### src/rtl/bandai_pkg.sv
// bandai_pkg: shared register map, unlock/boot defaults and address decode helpers for the Bandai v2 mapper.
package bandai_pkg;
    localparam logic [7:0] REG_C0 = 8'hC0;
    localparam logic [7:0] REG_C1 = 8'hC1;
    localparam logic [7:0] REG_C2 = 8'hC2;
    localparam logic [7:0] REG_CE = 8'hCE;
    localparam logic [7:0] REG_CF = 8'hCF;
    localparam logic [15:0] DEF_UNLK_SEQ = {8'hA5, 8'h5A};
    localparam logic [17:0] DEF_SO_PAT = {1'b0, 16'h28A0, 1'b0};

    typedef enum logic {ST_LOCKED, ST_OPEN} unlock_state_e;

    function automatic logic [3:0] region_of(input logic [7:0] addr);
        return addr[7:4];
    endfunction
endpackage

### src/rtl/bandai_mapper_v2_if.sv
// bandai_mapper_v2_if: cartridge-bus and memory-side signals of the mapper.
interface bandai_mapper_v2_if #(parameter int RADDRW = 7);
    logic CEn, SSn, WEn, OEn;
    logic [7:0] ADDR, DQ_I, DQ_O;
    logic DQ_OE, SO, SO_OE, ROMCEn, RAMCEn, BYTEn, LOCKED;
    logic [RADDRW-1:0] RADDR;
    modport master (
        output CEn, SSn, WEn, OEn, ADDR, DQ_I,
        input  DQ_O, DQ_OE, SO, SO_OE, ROMCEn, RAMCEn, BYTEn, LOCKED, RADDR
    );
    modport slave (
        input  CEn, SSn, WEn, OEn, ADDR, DQ_I,
        output DQ_O, DQ_OE, SO, SO_OE, ROMCEn, RAMCEn, BYTEn, LOCKED, RADDR
    );
endinterface

### src/rtl/bandai_unlock_seq.sv
// bandai_unlock_seq: address-pattern unlock FSM plus the serial boot bitstream shifter.
module bandai_unlock_seq
    import bandai_pkg::*;
#(
    parameter int UNLK_LEN = 2,
    parameter logic [8*UNLK_LEN-1:0] UNLK_SEQ = DEF_UNLK_SEQ,
    parameter int SO_LEN = 18,
    parameter logic [SO_LEN-1:0] SO_PAT = DEF_SO_PAT
) (
    input  logic       CLK,
    input  logic       RSTn,
    input  logic [7:0] addr_i,
    input  logic       relock_i,
    output logic       open_o,
    output logic       locked_o,
    output logic       so_o,
    output logic       so_oe_o
);
    unlock_state_e state_q, state_d;
    logic [2:0] step_q, step_d;
    logic [SO_LEN-1:0] shift_q, shift_d;
    logic so_oe_q;
    logic [7:0] exp_byte;

    always_ff @(posedge CLK or negedge RSTn) begin
        if (!RSTn) begin
            state_q <= ST_LOCKED;
            step_q  <= '0;
            shift_q <= '1;
            so_oe_q <= 1'b0;
        end else begin
            state_q <= state_d;
            step_q  <= step_d;
            shift_q <= shift_d;
            so_oe_q <= 1'b1;
        end
    end

    always_comb begin
        exp_byte = 8'(UNLK_SEQ >> {step_q, 3'b000});
        state_d  = state_q;
        step_d   = step_q;
        shift_d  = SO_LEN'({1'b1, shift_q} >> 1);
        if (state_q == ST_LOCKED && addr_i == exp_byte) begin
            if (step_q == 3'(UNLK_LEN - 1)) begin
                state_d = ST_OPEN;
                step_d  = '0;
                shift_d = SO_PAT;
            end else begin
                step_d = step_q + 3'd1;
            end
        end
        // relock only commits while open, so it never races an unlock match
        if (relock_i) begin
            state_d = ST_LOCKED;
            step_d  = '0;
        end
    end

    assign open_o   = state_q == ST_OPEN;
    assign locked_o = state_q == ST_LOCKED;
    assign so_o     = shift_q[0];
    assign so_oe_o  = so_oe_q;
endmodule

### src/rtl/bandai_mapper_v2.sv
// bandai_mapper_v2: banked ROM/RAM address translation with write-edge register file and combinational reads.
module bandai_mapper_v2
    import bandai_pkg::*;
#(
    parameter int NBANKS = 2,
    parameter int RADDRW = 7,
    parameter int UNLK_LEN = 2,
    parameter logic [8*UNLK_LEN-1:0] UNLK_SEQ = DEF_UNLK_SEQ,
    parameter int SO_LEN = 18,
    parameter logic [SO_LEN-1:0] SO_PAT = DEF_SO_PAT
) (
    input logic CLK,
    input logic RSTn,
    bandai_mapper_v2_if.slave bus
);
    localparam int NREGS = NBANKS + 2;

    logic [7:0] regs_q [NREGS];
    logic byten_q, we_q;
    logic [7:0] addr_q, data_q, rd_data;
    logic open, commit, relock, rd_hit, rd_en, sel, rom_ce_n, ram_ce_n;
    logic [3:0] region;
    logic [RADDRW-1:0] raddr;

    // commit on the first high WEn sample following a low one
    assign commit = bus.WEn & we_q & open & ~(bus.SSn & bus.CEn);
    assign relock = commit && addr_q == REG_CF && data_q == 8'h00;

    bandai_unlock_seq #(
        .UNLK_LEN(UNLK_LEN), .UNLK_SEQ(UNLK_SEQ), .SO_LEN(SO_LEN), .SO_PAT(SO_PAT)
    ) u_unlock (
        .CLK(CLK), .RSTn(RSTn), .addr_i(bus.ADDR), .relock_i(relock),
        .open_o(open), .locked_o(bus.LOCKED), .so_o(bus.SO), .so_oe_o(bus.SO_OE)
    );

    always_ff @(posedge CLK or negedge RSTn) begin
        if (!RSTn) begin
            for (int i = 0; i < NREGS; i++) regs_q[i] <= '1;
            byten_q <= 1'b1;
            we_q    <= 1'b0;
            addr_q  <= '0;
            data_q  <= '0;
        end else begin
            we_q <= ~bus.WEn;
            if (!bus.WEn) begin
                addr_q <= bus.ADDR;
                data_q <= bus.DQ_I;
            end
            for (int i = 0; i < NREGS; i++)
                if (commit && addr_q == REG_C0 + 8'(i)) regs_q[i] <= data_q;
            if (commit && addr_q == REG_CE) byten_q <= ~data_q[0];
        end
    end

    always_comb begin
        rd_hit  = bus.ADDR == REG_CE;
        rd_data = {7'b0, ~byten_q};
        for (int i = 0; i < NREGS; i++) begin
            if (bus.ADDR == REG_C0 + 8'(i)) begin
                rd_hit  = 1'b1;
                rd_data = regs_q[i];
            end
        end
    end

    assign rd_en     = rd_hit & open & ~(bus.SSn & bus.CEn) & ~bus.OEn & bus.WEn;
    assign bus.DQ_OE = rd_en;
    assign bus.DQ_O  = rd_en ? rd_data : 8'h00;

    assign region   = region_of(bus.ADDR);
    assign sel      = open & bus.SSn & ~bus.CEn;
    assign ram_ce_n = byten_q ? ~(sel & region == 4'd1) : 1'b1;
    assign rom_ce_n = byten_q ? ~(sel & region >= 4'd2) : 1'b0;

    always_comb begin
        raddr = '0;
        if (region == 4'd1) raddr = RADDRW'(regs_q[1]);
        for (int i = 0; i < NBANKS; i++)
            if (region == 4'(2 + i)) raddr = RADDRW'(regs_q[2+i]);
        if (region >= 4'(2 + NBANKS)) raddr = {regs_q[0][RADDRW-5:0], region};
    end

    assign bus.RAMCEn = ram_ce_n;
    assign bus.ROMCEn = rom_ce_n;
    assign bus.BYTEn  = byten_q;
    assign bus.RADDR  = (rom_ce_n & ram_ce_n) ? '0 : raddr;
endmodule

### src/flat_wrapper.sv
// flat-port wrapper written by rule: the top's interface ports become plain ports
module bandai_mapper_v2_flat import bandai_pkg::*;
#(
    parameter int NBANKS = 2,
    parameter int RADDRW = 7,
    parameter int UNLK_LEN = 2,
    parameter logic [8*UNLK_LEN-1:0] UNLK_SEQ = DEF_UNLK_SEQ,
    parameter int SO_LEN = 18,
    parameter logic [SO_LEN-1:0] SO_PAT = DEF_SO_PAT
)
  (CLK, RSTn, bus_CEn, bus_SSn, bus_WEn, bus_OEn, bus_ADDR, bus_DQ_I, bus_DQ_O, bus_DQ_OE, bus_SO, bus_SO_OE, bus_ROMCEn, bus_RAMCEn, bus_BYTEn, bus_LOCKED, bus_RADDR);
  bandai_mapper_v2_if #(.RADDRW(RADDRW)) bus_i ();
  input logic CLK;
  input logic RSTn;
  input wire logic [$bits(bus_i.CEn)-1:0] bus_CEn;
  input wire logic [$bits(bus_i.SSn)-1:0] bus_SSn;
  input wire logic [$bits(bus_i.WEn)-1:0] bus_WEn;
  input wire logic [$bits(bus_i.OEn)-1:0] bus_OEn;
  input wire logic [$bits(bus_i.ADDR)-1:0] bus_ADDR;
  input wire logic [$bits(bus_i.DQ_I)-1:0] bus_DQ_I;
  output wire logic [$bits(bus_i.DQ_O)-1:0] bus_DQ_O;
  output wire logic [$bits(bus_i.DQ_OE)-1:0] bus_DQ_OE;
  output wire logic [$bits(bus_i.SO)-1:0] bus_SO;
  output wire logic [$bits(bus_i.SO_OE)-1:0] bus_SO_OE;
  output wire logic [$bits(bus_i.ROMCEn)-1:0] bus_ROMCEn;
  output wire logic [$bits(bus_i.RAMCEn)-1:0] bus_RAMCEn;
  output wire logic [$bits(bus_i.BYTEn)-1:0] bus_BYTEn;
  output wire logic [$bits(bus_i.LOCKED)-1:0] bus_LOCKED;
  output wire logic [$bits(bus_i.RADDR)-1:0] bus_RADDR;
  assign bus_i.CEn = bus_CEn;
  assign bus_i.SSn = bus_SSn;
  assign bus_i.WEn = bus_WEn;
  assign bus_i.OEn = bus_OEn;
  assign bus_i.ADDR = bus_ADDR;
  assign bus_i.DQ_I = bus_DQ_I;
  assign bus_DQ_O = bus_i.DQ_O;
  assign bus_DQ_OE = bus_i.DQ_OE;
  assign bus_SO = bus_i.SO;
  assign bus_SO_OE = bus_i.SO_OE;
  assign bus_ROMCEn = bus_i.ROMCEn;
  assign bus_RAMCEn = bus_i.RAMCEn;
  assign bus_BYTEn = bus_i.BYTEn;
  assign bus_LOCKED = bus_i.LOCKED;
  assign bus_RADDR = bus_i.RADDR;
  bandai_mapper_v2 #(.NBANKS(NBANKS), .RADDRW(RADDRW), .UNLK_LEN(UNLK_LEN), .UNLK_SEQ(UNLK_SEQ), .SO_LEN(SO_LEN), .SO_PAT(SO_PAT)) u_core (.CLK(CLK), .RSTn(RSTn), .bus(bus_i));
endmodule
### config.mk
export PLATFORM = sky130hd
export DESIGN_NAME = bandai_mapper_v2_flat
export DESIGN_NICKNAME = d
export VERILOG_FILES = /design/src/rtl/bandai_pkg.sv /design/src/rtl/bandai_mapper_v2_if.sv /design/src/rtl/bandai_unlock_seq.sv /design/src/rtl/bandai_mapper_v2.sv /design/src/flat_wrapper.sv
export SDC_FILE = /design/constraint.sdc
export NUM_CORES = 1
export LEC_CHECK = 0
export CAP_MARGIN = 15
export CORE_ASPECT_RATIO = 1.25
export CORE_MARGIN = 2
export CORE_UTILIZATION = 45
export CTS_CLUSTER_SIZE = 8
export DETAILED_ROUTE_END_ITERATION = 8
export DONT_BUFFER_PORTS = 1
export PLACE_DENSITY = 0.58
export SLEW_MARGIN = 20
export SYNTH_ARGS = -nofsm -noshare
export SYNTH_HDL_FRONTEND = slang
export SYNTH_HIERARCHICAL = 1
export SYNTH_SLANG_ARGS = --single-unit
### constraint.sdc
create_clock -name CLK -period 5 [get_ports CLK]
set_clock_uncertainty 0.1 [all_clocks]
set_input_delay 1.5 -clock CLK [delete_from_list [all_inputs] [get_ports CLK]]
set_output_delay 1.5 -clock CLK [all_outputs]
set_load 0.01 [all_outputs]
==> results of run 1 <==
==> sequential cells by signal (all words and copies together), names as in the netlist <==
register	flops
u_core/u_unlock/shift_q	18
u_core/regs_q	32
u_core/we_q	1
u_core/u_unlock/step_q	3
u_core/addr_q	8
u_core/u_unlock/open_o	1
u_core/bus.BYTEn	1
u_core/u_unlock/so_oe_o	1
u_core/data_q	8
==> cells in the final DEF (no fill, tap or decap), drive strengths merged, types with 4 or more instances in the layout <==
cell,count
a22oi,7
and2b,5
clkbuf,12
dfrtp,22
dfstp,51
inv,6
mux2,61
nand2,5
nand3,4
nand4,5
nor2,20
nor2b,12
nor3,14
nor4,7
o21a,4
o21ai,4
o22ai,8
or2,6
==> cell type report <==
cell class / count / share of cell area (%)
Clock buffer: 12 / 3.95
Clock inverter: 4 / 1.91
Inverter: 6 / 0.574
Multi-Input combinational cell: 198 / 42.2
Sequential cell: 73 / 48.2
Tap cell: 95 / 3.03
Timing Repair Buffer: 1 / 0.191
==> worst reg2reg max path, cell delays in order (launching register included) <==
cell and delay (ns):
dfrtp_1 0.39, and4bb_2 0.34, nand4_4 0.19, nor3_2 0.73
mux2_2 0.42
==> how the worst min path moves through the flow <==
stage,start,endpoint,slack (ns),cells after the start
after floorplan,u_core/u_unlock/shift_q[1],u_core/u_unlock/shift_q[0],0.36,1
after global placement,u_core/u_unlock/shift_q[1],u_core/u_unlock/shift_q[0],0.36,1
after detailed placement,u_core/u_unlock/shift_q[2],u_core/u_unlock/shift_q[1],0.36,1
after CTS,u_core/u_unlock/shift_q[12],u_core/u_unlock/shift_q[11],0.37,1
after global routing,u_core/u_unlock/shift_q[8],u_core/u_unlock/shift_q[7],0.37,1
final,u_core/u_unlock/shift_q[12],u_core/u_unlock/shift_q[11],0.37,1
==> logic make-up after synthesis <==
group	Yosys count	share of synthesized area, %
simple gates	96	17.7
flops	73	52.0
mux	63	20.3
compound gates	37	7.23
buf+inv	20	2.41
xor+xnor	1	0.241
other cells	1	0.103
==> routing by layer <==
| layer | global-route usage (%) | share of wire, % | vias to the layer above |
|---|---|---|---|
| li1 | - | - | 1066 |
| met1 | 25.5 | 44 | 1221 |
| met2 | 29.2 | 50 | 53 |
| met3 | 4.29 | 4.3 | 12 |
| met4 | 8.50 | 1.5 | 0 |
| met5 | 0 | 0 | - |
==> power groups by stage <==
stage                     sequential, mW  combinational [mW]  clock (mW)
after CTS                          0.634              0.0576       0.539
final                              0.634              0.0578       0.522
after detailed placement           0.643              0.0573           0
after floorplan                    0.635              0.0597           0
after global placement             0.643              0.0566           0
after global routing               0.637              0.0630       0.568
==> metrics by stage <==
step,hold slack (ns),instance area (µm²),instances
floorplan,0.356,3630,291
global placement,0.358,3690,373
detailed placement,0.363,3690,373
CTS,0.371,3930,389
global route,0.373,3930,389
finish,0.367,3930,389
==> reports/summary.txt, run 1 <==
Status -> finished clean
Post-route ant nets -> 0
Crit-path max FO -> 20
FMAX -> 0.224 GHz
Worst IR drop on VDD -> 0.000156 V
Post-CTS Repair Setup Buffers -> 0
Sw frac -> 21.6%
R2r setup slk -> 2.76 ns
Synthesis-stage register bit count -> 73
Worst path depth -> 4
Static Leak -> 1.52 nW
Ys async rst share -> 100%
Design Power -> 1.21 mW
Max_cap viols -> 0
Sequential share of the synthesized area -> 52.0%
Net Switching -> 0.263 mW
Min setup slack post-route -> 0.540 ns
Starting Density -> 46.4%
Reg2reg start -> u_core/addr_q[4]
Vias post-DR -> 2352
WP buf/inv -> 0
Endpoints failing setup -> 0
Layout Nets -> 311
Critical Path RT -> 3.40 ns
Cell with the most instances after synthesis -> mux2_2
Fillers -> 729
Crit-path cells -> and4bb_2, nand2_1, or3_1, nor3_1
CP Launch Type -> input pin
Worst skew pair latency -> 0.35 ns
Register area -> 0.00189 mm²
Hold Violations, Final -> 0
Post-synth EDFFs -> 0
Post-DR wirelength/cell -> 20.4 µm
RR Endpoint -> u_core/regs_q[7]
PD cells -> 309 mW/mm²
DP Worst Slack -> 0.538 ns
Largest area contributor in the netlist -> dfstp_2
ANT cells -> 0
FP Rows -> 36
Top-area cell type share of the netlist area -> 36.9%
Slew Limit Fails -> 0
Top post-synthesis cells by count -> 53 x mux2_2, 51 x dfstp_2, 22 x dfrtp_1
Layout cells sized above 1 -> 50.0%
Crit share post-route -> 89.2%
Power share of the combinational group -> 4.8%
Vias in the first global route -> 2437
Initial antenna violation count -> 0
Mapped Avg Cell Area -> 12.5 µm²
Worst rel slew slack -> 38.1%
Synth warn -> 6
PortBufs -> 0
Number of remaining DRC errors -> 0
Pint -> 0.951 mW
Netlist area before placement -> 0.00363 mm²
Final design utilization -> 50.1%
Multi-input logic area -> 0.00166 mm²
Cells after synthesis -> 291
GRT Total Usage -> 18.9%
RSZ-0062 raised after global routing -> false
CP peak stage delay -> 0.50 ns
Layout area overhead -> 8.02%
Avg Vias per Cell -> 6.05
Clk buf depth -> 2
CP Launch Point -> bus_ADDR[5]
Root buf cell -> clkbuf_8
Largest net degree at the start of global routing -> 74
Worst Tran Pin Value -> 0.924 ns
Sequential Power Share -> 52.2%
Post-synthesis cell type count -> 52
Clk slew on worst S/H paths -> 0.08 ns
Worst-path cell with the longest stage delay -> or3_1
Clk network pwr share -> 43.0%
FF-to-FF path depth -> 4
Worst Setup Path Type -> in2out
Setup_tns -> 0 ns
Crit path to -> bus_DQ_O[2]
Final WL -> 7920 µm
# hold bufs at CTS -> 0
GRT overflow -> 0
Crit. End Element -> output pin
Hpwl dp -> 5240 µm
CTS Buf Count -> 9
Area contributors post-synth -> dfstp_2 37%, mux2_2 16%, dfrtp_1 15%
Initial drt markers -> 156
Core footprint -> 0.00784 mm²
Arr. time, crit path -> 2.86 ns
H-tree Lvls -> 3
Drt first pass iters -> 4
Worst Hold Class -> reg2reg
Gpl congestion -> 0.837
Die boundary width -> 84.4 µm
Syn_nets -> 313
Synth Flop Type -> dfstp_2
Post-cts repair resize count -> 0
Die footprint -> 0.00881 mm²
First-pass GRT wire length -> 12900 µm
CTS tree -> built
Final min period -> 4.46 ns
Crit path max-delay family -> simple AND/OR/NAND/NOR gates
Die height -> 104 µm
Clock sink count -> 73
Num ports -> 44
Note: power is estimated with default switching activity, not from simulation.
==> run 2: changes to the inputs <==
--- a/config.mk
+++ b/config.mk
@@ -9,10 +9,11 @@
 export CORE_ASPECT_RATIO = 1.25
 export CORE_MARGIN = 2
 export CORE_UTILIZATION = 45
-export CTS_CLUSTER_SIZE = 8
+export CTS_CLUSTER_SIZE = 25
 export DETAILED_ROUTE_END_ITERATION = 8
 export DONT_BUFFER_PORTS = 1
 export PLACE_DENSITY = 0.58
+export RECOVER_POWER = 50
 export SLEW_MARGIN = 20
 export SYNTH_ARGS = -nofsm -noshare
 export SYNTH_HDL_FRONTEND = slang
==> results of run 2 <==
No change in the layout: final DEF, timing and power equal those of run 1.
==> run 3: changes to the inputs <==
--- a/config.mk
+++ b/config.mk
@@ -9,6 +9,7 @@
 export CORE_ASPECT_RATIO = 1.25
 export CORE_MARGIN = 2
 export CORE_UTILIZATION = 45
+export CTS_CLUSTER_DIAMETER = 200
 export CTS_CLUSTER_SIZE = 25
 export DETAILED_ROUTE_END_ITERATION = 8
 export DONT_BUFFER_PORTS = 1
==> results of run 3 <==
No change in the layout: final DEF, timing and power equal those of run 1.
